$ cat src/rtl/bcd_alu_pkg.sv
`default_nettype none
// =============================================================================
// Package     : bcd_alu_pkg
// Description : Operation codes, FSM state encoding and error fill for the
//               sequential BCD ALU.
// Revision    : 1.0 - initial release
// =============================================================================
package bcd_alu_pkg;

    localparam logic [1:0] c_op_add = 2'b00;
    localparam logic [1:0] c_op_sub = 2'b01;
    localparam logic [1:0] c_op_mul = 2'b10;
    localparam logic [1:0] c_op_div = 2'b11;

    typedef enum logic [2:0] {
        IDLE      = 3'd0,
        ADDSUB    = 3'd1,
        MUL_SHIFT = 3'd2,
        MUL_ADD   = 3'd3,
        DIV_SHIFT = 3'd4,
        DIV_SUB   = 3'd5,
        DONE      = 3'd6
    } state_t;

    // Every result nibble is filled with this value on an error
    localparam logic [3:0] c_err_digit = 4'hF;

endpackage
`default_nettype wire

$ cat src/rtl/bcd_alu_seq_if.sv
`default_nettype none
// =============================================================================
// Interface   : bcd_alu_seq_if
// Description : Request/response bundle of the sequential BCD ALU.
// Revision    : 1.0 - initial release
// =============================================================================
interface bcd_alu_seq_if #(
    parameter int DIGITS = 2
);
    logic                  start;
    logic [1:0]            op;
    logic [4*DIGITS-1:0]   a;
    logic [4*DIGITS-1:0]   b;
    logic [8*DIGITS-1:0]   result;
    logic                  status;
    logic                  busy;
    logic                  done;

    modport master (output start, op, a, b, input result, status, busy, done);
    modport slave  (input start, op, a, b, output result, status, busy, done);
endinterface
`default_nettype wire

$ cat src/rtl/bcd_digit_add.sv
`default_nettype none
// =============================================================================
// Module      : bcd_digit_add
// Description : One-digit BCD adder; sub mode adds the nines' complement of b.
// Revision    : 1.0 - initial release
// =============================================================================
module bcd_digit_add (
    input  wire logic [3:0] a,
    input  wire logic [3:0] b,
    input  wire logic       cin,
    input  wire logic       sub,
    output logic      [3:0] sum,
    output logic            cout
);
    logic [3:0] w_b;
    logic [4:0] w_bin;

    always_comb begin
        w_b   = sub ? (4'd9 - b) : b;
        w_bin = {1'b0, a} + {1'b0, w_b} + {4'b0000, cin};
        if (w_bin > 5'd9) begin
            sum  = w_bin[3:0] + 4'd6;
            cout = 1'b1;
        end else begin
            sum  = w_bin[3:0];
            cout = 1'b0;
        end
    end
endmodule
`default_nettype wire

$ cat src/rtl/bcd_alu_seq.sv
`default_nettype none
// =============================================================================
// Module      : bcd_alu_seq
// Description : Sequential BCD add/sub/mul/div over one shared digit-adder chain.
// Revision    : 1.0 - initial release
// =============================================================================
module bcd_alu_seq #(
    parameter int DIGITS = 2
) (
    input  wire logic    clk,
    input  wire logic    rst,
    bcd_alu_seq_if.slave bus
);
    import bcd_alu_pkg::*;

    localparam int W  = 4 * DIGITS;
    localparam int CW = 8 * DIGITS;
    localparam int IW = (DIGITS > 1) ? $clog2(DIGITS) : 1;

    state_t          r_state, w_next;
    logic [1:0]      r_op;
    logic [W-1:0]    r_a, r_b, r_q;
    logic [CW-1:0]   r_acc, r_result;
    logic [W+3:0]    r_rem;
    logic [IW-1:0]   r_idx;
    logic [3:0]      r_cnt;
    logic            r_status;

    logic [CW-1:0]   w_x, w_y, w_sum, w_res, w_acc_shl;
    logic [2*DIGITS:0] w_c;
    logic            w_sub, w_cin, w_cout, w_stat;
    logic            w_bad, w_last, w_lt, w_busy, w_done;
    logic [3:0]      w_bdig, w_adig;

    always_comb begin
        w_bad = 1'b0;
        for (int i = 0; i < DIGITS; i++) begin
            if (bus.a[4*i +: 4] > 4'd9 || bus.b[4*i +: 4] > 4'd9) w_bad = 1'b1;
        end
    end

    assign w_last    = (r_idx == '0);
    assign w_bdig    = r_b[{r_idx, 2'b00} +: 4];
    assign w_adig    = r_a[{r_idx, 2'b00} +: 4];
    assign w_lt      = (r_a < r_b);
    assign w_acc_shl = r_acc << 4;

    // Subtract always runs max-min so the chain never has to re-complement
    always_comb begin
        w_x   = '0;
        w_y   = '0;
        w_sub = 1'b0;
        w_cin = 1'b0;
        case (r_state)
            ADDSUB: begin
                if (r_op == c_op_sub) begin
                    w_sub = 1'b1;
                    w_cin = 1'b1;
                    w_x[W-1:0] = w_lt ? r_b : r_a;
                    w_y[W-1:0] = w_lt ? r_a : r_b;
                end else begin
                    w_x[W-1:0] = r_a;
                    w_y[W-1:0] = r_b;
                end
            end
            MUL_ADD: begin
                w_x        = r_acc;
                w_y[W-1:0] = r_a;
            end
            DIV_SUB: begin
                w_x[W+3:0] = r_rem;
                w_y[W-1:0] = r_b;
                w_sub      = 1'b1;
                w_cin      = 1'b1;
            end
            default: ;
        endcase
    end

    assign w_c[0] = w_cin;
    for (genvar i = 0; i < 2*DIGITS; i++) begin : g_chain
        bcd_digit_add u_digit (
            .a    (w_x[4*i +: 4]),
            .b    (w_y[4*i +: 4]),
            .cin  (w_c[i]),
            .sub  (w_sub),
            .sum  (w_sum[4*i +: 4]),
            .cout (w_c[i+1])
        );
    end
    assign w_cout = w_c[2*DIGITS];

    always_ff @(posedge clk or posedge rst) begin
        if (rst) r_state <= IDLE;
        else     r_state <= w_next;
    end

    always_comb begin
        w_next = r_state;
        case (r_state)
            IDLE: begin
                if (bus.start) begin
                    if (w_bad)                  w_next = DONE;
                    else if (bus.op == c_op_mul) w_next = MUL_SHIFT;
                    else if (bus.op == c_op_div) w_next = (bus.b == '0) ? DONE : DIV_SHIFT;
                    else                        w_next = ADDSUB;
                end
            end
            ADDSUB:    w_next = DONE;
            MUL_SHIFT: begin
                if (w_bdig != 4'd0) w_next = MUL_ADD;
                else if (w_last)    w_next = DONE;
                else                w_next = MUL_SHIFT;
            end
            MUL_ADD: begin
                if (r_cnt == 4'd1) w_next = w_last ? DONE : MUL_SHIFT;
            end
            DIV_SHIFT: w_next = DIV_SUB;
            DIV_SUB: begin
                if (!w_cout) w_next = w_last ? DONE : DIV_SHIFT;
            end
            DONE:      w_next = IDLE;
            default:   w_next = IDLE;
        endcase
    end

    always_comb begin
        w_busy = (r_state != IDLE) && (r_state != DONE);
        w_done = (r_state == DONE);
    end

    // Value captured into result/status on the edge that enters DONE
    always_comb begin
        w_res  = '0;
        w_stat = 1'b0;
        case (r_state)
            IDLE: begin
                w_res  = {2*DIGITS{c_err_digit}};
                w_stat = 1'b1;
            end
            ADDSUB: begin
                w_res[W-1:0] = w_sum[W-1:0];
                w_stat       = (r_op == c_op_sub) ? w_lt : w_sum[W];
            end
            MUL_SHIFT: begin
                w_res  = w_acc_shl;
                w_stat = |w_acc_shl[CW-1:W];
            end
            MUL_ADD: begin
                w_res  = w_sum;
                w_stat = |w_sum[CW-1:W];
            end
            DIV_SUB:  w_res = {r_rem[W-1:0], r_q};
            default: ;
        endcase
    end

    always_ff @(posedge clk or posedge rst) begin
        if (rst) begin
            r_op  <= '0;
            r_a   <= '0;
            r_b   <= '0;
            r_acc <= '0;
            r_rem <= '0;
            r_q   <= '0;
            r_idx <= '0;
            r_cnt <= '0;
        end else begin
            case (r_state)
                IDLE: begin
                    if (bus.start) begin
                        r_op  <= bus.op;
                        r_a   <= bus.a;
                        r_b   <= bus.b;
                        r_acc <= '0;
                        r_rem <= '0;
                        r_q   <= '0;
                        r_idx <= IW'(DIGITS - 1);
                        r_cnt <= '0;
                    end
                end
                MUL_SHIFT: begin
                    r_acc <= w_acc_shl;
                    r_cnt <= w_bdig;
                    if (w_bdig == 4'd0 && !w_last) r_idx <= r_idx - IW'(1);
                end
                MUL_ADD: begin
                    r_acc <= w_sum;
                    r_cnt <= r_cnt - 4'd1;
                    if (r_cnt == 4'd1 && !w_last) r_idx <= r_idx - IW'(1);
                end
                DIV_SHIFT: begin
                    r_rem <= {r_rem[W-1:0], w_adig};
                    r_q   <= r_q << 4;
                end
                DIV_SUB: begin
                    // A quotient digit never exceeds 9, so a nibble increment suffices
                    if (w_cout) begin
                        r_rem <= w_sum[W+3:0];
                        r_q   <= r_q + W'(1);
                    end else if (!w_last) begin
                        r_idx <= r_idx - IW'(1);
                    end
                end
                default: ;
            endcase
        end
    end

    always_ff @(posedge clk or posedge rst) begin
        if (rst) begin
            r_result <= '0;
            r_status <= 1'b0;
        end else if (w_next == DONE && r_state != DONE) begin
            r_result <= w_res;
            r_status <= w_stat;
        end
    end

    assign bus.result = r_result;
    assign bus.status = r_status;
    assign bus.busy   = w_busy;
    assign bus.done   = w_done;

endmodule
`default_nettype wire

$ cat src/flat_wrapper.sv
// flat-port wrapper written by rule: the top's interface ports become plain ports
module bcd_alu_seq_flat import bcd_alu_pkg::*;
#(
    parameter int DIGITS = 2
)
  (clk, rst, bus_start, bus_op, bus_a, bus_b, bus_result, bus_status, bus_busy, bus_done);
  bcd_alu_seq_if #(.DIGITS(DIGITS)) bus_i ();
  input  wire logic clk;
  input  wire logic rst;
  input wire logic [$bits(bus_i.start)-1:0] bus_start;
  input wire logic [$bits(bus_i.op)-1:0] bus_op;
  input wire logic [$bits(bus_i.a)-1:0] bus_a;
  input wire logic [$bits(bus_i.b)-1:0] bus_b;
  output wire logic [$bits(bus_i.result)-1:0] bus_result;
  output wire logic [$bits(bus_i.status)-1:0] bus_status;
  output wire logic [$bits(bus_i.busy)-1:0] bus_busy;
  output wire logic [$bits(bus_i.done)-1:0] bus_done;
  assign bus_i.start = bus_start;
  assign bus_i.op = bus_op;
  assign bus_i.a = bus_a;
  assign bus_i.b = bus_b;
  assign bus_result = bus_i.result;
  assign bus_status = bus_i.status;
  assign bus_busy = bus_i.busy;
  assign bus_done = bus_i.done;
  bcd_alu_seq #(.DIGITS(DIGITS)) u_core (.clk(clk), .rst(rst), .bus(bus_i));
endmodule
$ cat config.mk
export PLATFORM = sky130hd
export DESIGN_NAME = bcd_alu_seq_flat
export DESIGN_NICKNAME = d
export VERILOG_FILES = /design/src/rtl/bcd_alu_pkg.sv /design/src/rtl/bcd_alu_seq_if.sv /design/src/rtl/bcd_digit_add.sv /design/src/rtl/bcd_alu_seq.sv /design/src/flat_wrapper.sv
export SDC_FILE = /design/constraint.sdc
export NUM_CORES = 1
export LEC_CHECK = 0
export CAP_MARGIN = 10
export CORE_UTILIZATION = 47
export CTS_BUF_LIST = sky130_fd_sc_hd__clkbuf_2
export DETAILED_ROUTE_END_ITERATION = 8
export PLACE_DENSITY = 0.63
export SYNTH_ARGS = -nofsm -noshare
export SYNTH_HDL_FRONTEND = slang
export SYNTH_HIERARCHICAL = 1
export SYNTH_SLANG_ARGS = --single-unit
$ cat constraint.sdc
create_clock -name clk -period 12 [get_ports clk]
set_input_delay 2.4 -clock clk [delete_from_list [all_inputs] [get_ports clk]]
set_output_delay 2.4 -clock clk [all_outputs]
set_load 0.005 [all_outputs]
==> impl_metrics.toml, run 1 <==
[worst_setup_path]
cpPeakStageDelay_ns = 0.62
arrival_ns = 11.79
crit_end = "u_core/bus.result[3]"
reg2reg_from = "u_core/r_b[5]"
worst_setup_path_start_kind = "register"
rr_endpoint = "u_core/bus.result[3]"
cp_max_fo = 32
r2r_cells = 49
timing.critical_path.slowest_stage_cell = "a21oi_4"
critPathRequiredTime_ns = 12.49
end_kind = "register"
crit_top_cell = "inv_1"
r2r_slack_ns = 0.70
startpoint = "u_core/r_b[5]"
crit_type = "reg2reg"

[power]
p_sw_mw = 0.947
pwr-share-seq = 0.265
comb_power_share = 0.654
ir_worst_vdd_uv = 115
p_int_mw = 0.879
swShare = 0.518
p_per_area_nw_per_um2 = 290
power_frac_clock = 0.082
p_leak_nw = 2.89

[logic_synthesis]
ys_async_sr_fraction = 1.00
ys_ff_latch = 79
syn_inst = 643
yosys-top-cells-count = "nand2_1 (80), dfrtp_1 (79), inv_1 (71)"
yosysWarnings = 6
synth_top_area_frac = 0.348
synth_cell_types = 62
synth_area_leader_cell = "dfrtp_1"
synthesis.area_sq_um = 5680
yosysMostFrequentCell = "nand2_1"
ys.flop_type = "dfrtp_1"
avgSynthCellArea_sq_um = 8.84
synth_edf_count = 0
yosys-top-cells-area = "dfrtp_1 (35%), ha_1 (6.6%), nand2_1 (5.3%), inv_1 (4.7%), o21ai_0 (4.3%)"
synth-seq-area-share = 0.348

[sta]
holdWs_ns = 0.509
fmax_ghz = 0.0885
fin_skew_ns = 0.0159
worst_slew_pin_slew_ns = 1.04
fin_setup_tns_ns = 0
finalHoldViolCount = 0
fin_crit_ns = 11.30
fin_crit_sh = 0.942
finalMaxSlewViolations = 0
rsz0062_at_grt = "no"
setup_viol = 0
max_slew_margin = 0.310

[floorplan]
fp.dieW_microns = 112
pin_count = 40
die_h_microns = 112
start_util = 0.489
core-area_sq_um = 11600
std_cell_rows = 39
die_area_sq_um = 12500

[grt]
overflow = 0
grtUsageTotal = 0.275
antenna_found_initial = 0
grt_start_max_net_pins = 80
grt_first_pass_wirelength_mm = 27.0
grt_pass1_vias = 5103

[drt]
drt_wl_total_mm = 16.3
dr.pass1.iters = 8
wl_met1_mm = 7.16
drc = 1
num_vias = 5096
top_layer = "met4"
vias_per_cell = 6.17
ant_nets = 0
wl_per_cell_microns = 19.7
dr_wl_met3_mm = 1.19
drtIter0Drc = 429
dr_wl_met2_mm = 7.60

[placement]
io_buffers = 39
place_area_sq_um = 6190
dp_hpwl_mm = 11.8
place.gp.congestion = 0.870

[layout]
area_growth_pct = 10.9
design_area_sq_um = 6300
drive_gt1_frac = 0.0922
final_util = 0.543
nNetsFinal = 738
n_antenna_cell = 0

[clock_tree]
clockBufferDepth = 2
cts_tree = "built"
h-tree-depth = 3
clkTransAtPathRegs_ns = 0.23
clk_latency_ns = 0.57
post_cts_resized = 0
clock-sinks = 79
root_buffer = "clkbuf_2"
ctsHoldBuffers = 0
cts_setup_buffers = 0
cts_made_buffers = 9

[hold_path]
hp-class = "reg2reg"
hp-start = "u_core/bus.result[5]"
whs_path_depth = 2

[outcome]
status = "complete, but fails checks"
violations = "DRC"

[flow_run]
drv_cap = 0
power by group through the flow:
stage                     clock [mW]  combinational [mW]  sequential (mW)
after floorplan                    0               0.867            0.440
after global placement             0                1.14            0.483
after detailed placement           0                1.16            0.486
after CTS                      0.152                1.17            0.479
after global routing           0.164                1.31            0.495
final                          0.149                1.19            0.483
metal layers:
layer,GRT usage,up-vias
met5,0,-
li1,-,2376
met1,0.362,2469
met2,0.446,220
met3,0.0599,31
met4,0.104,0
critical path, delay by kind of cell, from the launching register on:
kind | cells | cell delay (ns)
AOI/OAI and AO/OA | 15 | 4.66
xor gates and xnor gates | 4 | 0.56
adders and majority gates | 13 | 3.72
buffers and inverters | 12 | 0.96
DFF | 1 | 0.45
muxes | 1 | 0.41
and+or+nand+nor | 4 | 0.44
area by class of cell:
type	count	area, sq um
Clock buffer	9	45.0
Clock inverter	6	62.6
Fill cell	1159	5310
Inverter	72	272
Multi-Input combinational cell	467	3290
Sequential cell	79	1980
Tap cell	143	179
Timing Repair Buffer	50	473
worst min-delay path by stage:
stage / slack (ns) / to
after floorplan: 0.45 / u_core/r_acc[15]
after global placement: 0.46 / u_core/bus.result[8]
after detailed placement: 0.47 / u_core/bus.result[5]
after CTS: 0.52 / u_core/bus.result[5]
after global routing: 0.54 / u_core/bus.result[11]
final: 0.51 / u_core/bus.result[5]
flip-flops by register name (all words and copies together) (netlist names):
register	count
u_core/bus.result	16
u_core/r_acc	16
u_core/r_rem	12
u_core/r_a	8
u_core/r_b	8
u_core/r_q	8
u_core/r_cnt	4
u_core/r_state	3
u_core/r_op	2
u_core/bus.status	1
u_core/r_idx	1
metrics by stage:
stage / cells / power (mW) / worst slack, ns
final: 826 / 1.83 / 0.702
after global routing: 826 / 1.97 / 0.00934
after CTS: 826 / 1.80 / 0.760
after detailed placement: 811 / 1.65 / 0.836
after global placement: 811 / 1.62 / 1.18
after floorplan: 654 / 1.31 / 2.31
cells by family (layout without fill, tap and decap cells):
logic type / count (synthesis) / after routing / share of synthesized area
compound gates: 211 / 211 / 0.265
xor+xnor: 16 / 16 / 0.0247
fa+ha+maj: 38 / 38 / 0.0943
buf+inv: 108 / 137 / 0.0824
flops: 79 / 79 / 0.348
mux: 24 / 24 / 0.0429
other cells: 1 / 12 / 0.000660
simple gates: 166 / 166 / 0.142
layout by cell type, fill, tap and decap left out, types with 5 or more instances in the layout:
| cell type | synthesis | layout |
|---|---|---|
| nand2_1 | 80 | 80 |
| dfrtp_1 | 79 | 79 |
| inv_1 | 71 | 70 |
| o21ai_0 | 49 | 49 |
| clkdlybuf4s50_1 | 0 | 39 |
| a21oi_1 | 31 | 31 |
| ha_1 | 30 | 30 |
| mux2i_1 | 21 | 21 |
| nor2_1 | 21 | 21 |
| a222oi_1 | 19 | 19 |
| a22oi_1 | 18 | 18 |
| xnor2_1 | 16 | 16 |
| o21ai_1 | 13 | 13 |
| a22o_1 | 12 | 12 |
| conb_1 | 1 | 12 |
| buf_4 | 8 | 11 |
| or2_2 | 10 | 10 |
| clkbuf_2 | 0 | 9 |
| nor3_1 | 11 | 8 |
| a21boi_0 | 8 | 8 |
| o21a_1 | 8 | 8 |
| fa_1 | 8 | 8 |
| and3_1 | 7 | 7 |
| o32ai_1 | 7 | 7 |
| nand3_1 | 6 | 6 |
| nor4_1 | 6 | 6 |
| o22ai_1 | 6 | 6 |
| nand3b_1 | 5 | 5 |
No activity file was read; power rests on OpenSTA's default activity.
==> inputs of run 2 (changes only) <==
CTS_CLUSTER_SIZE = 14   (was unset)
==> results of run 2 <==
Final layout, timing and power as in run 1 (identical DEF).
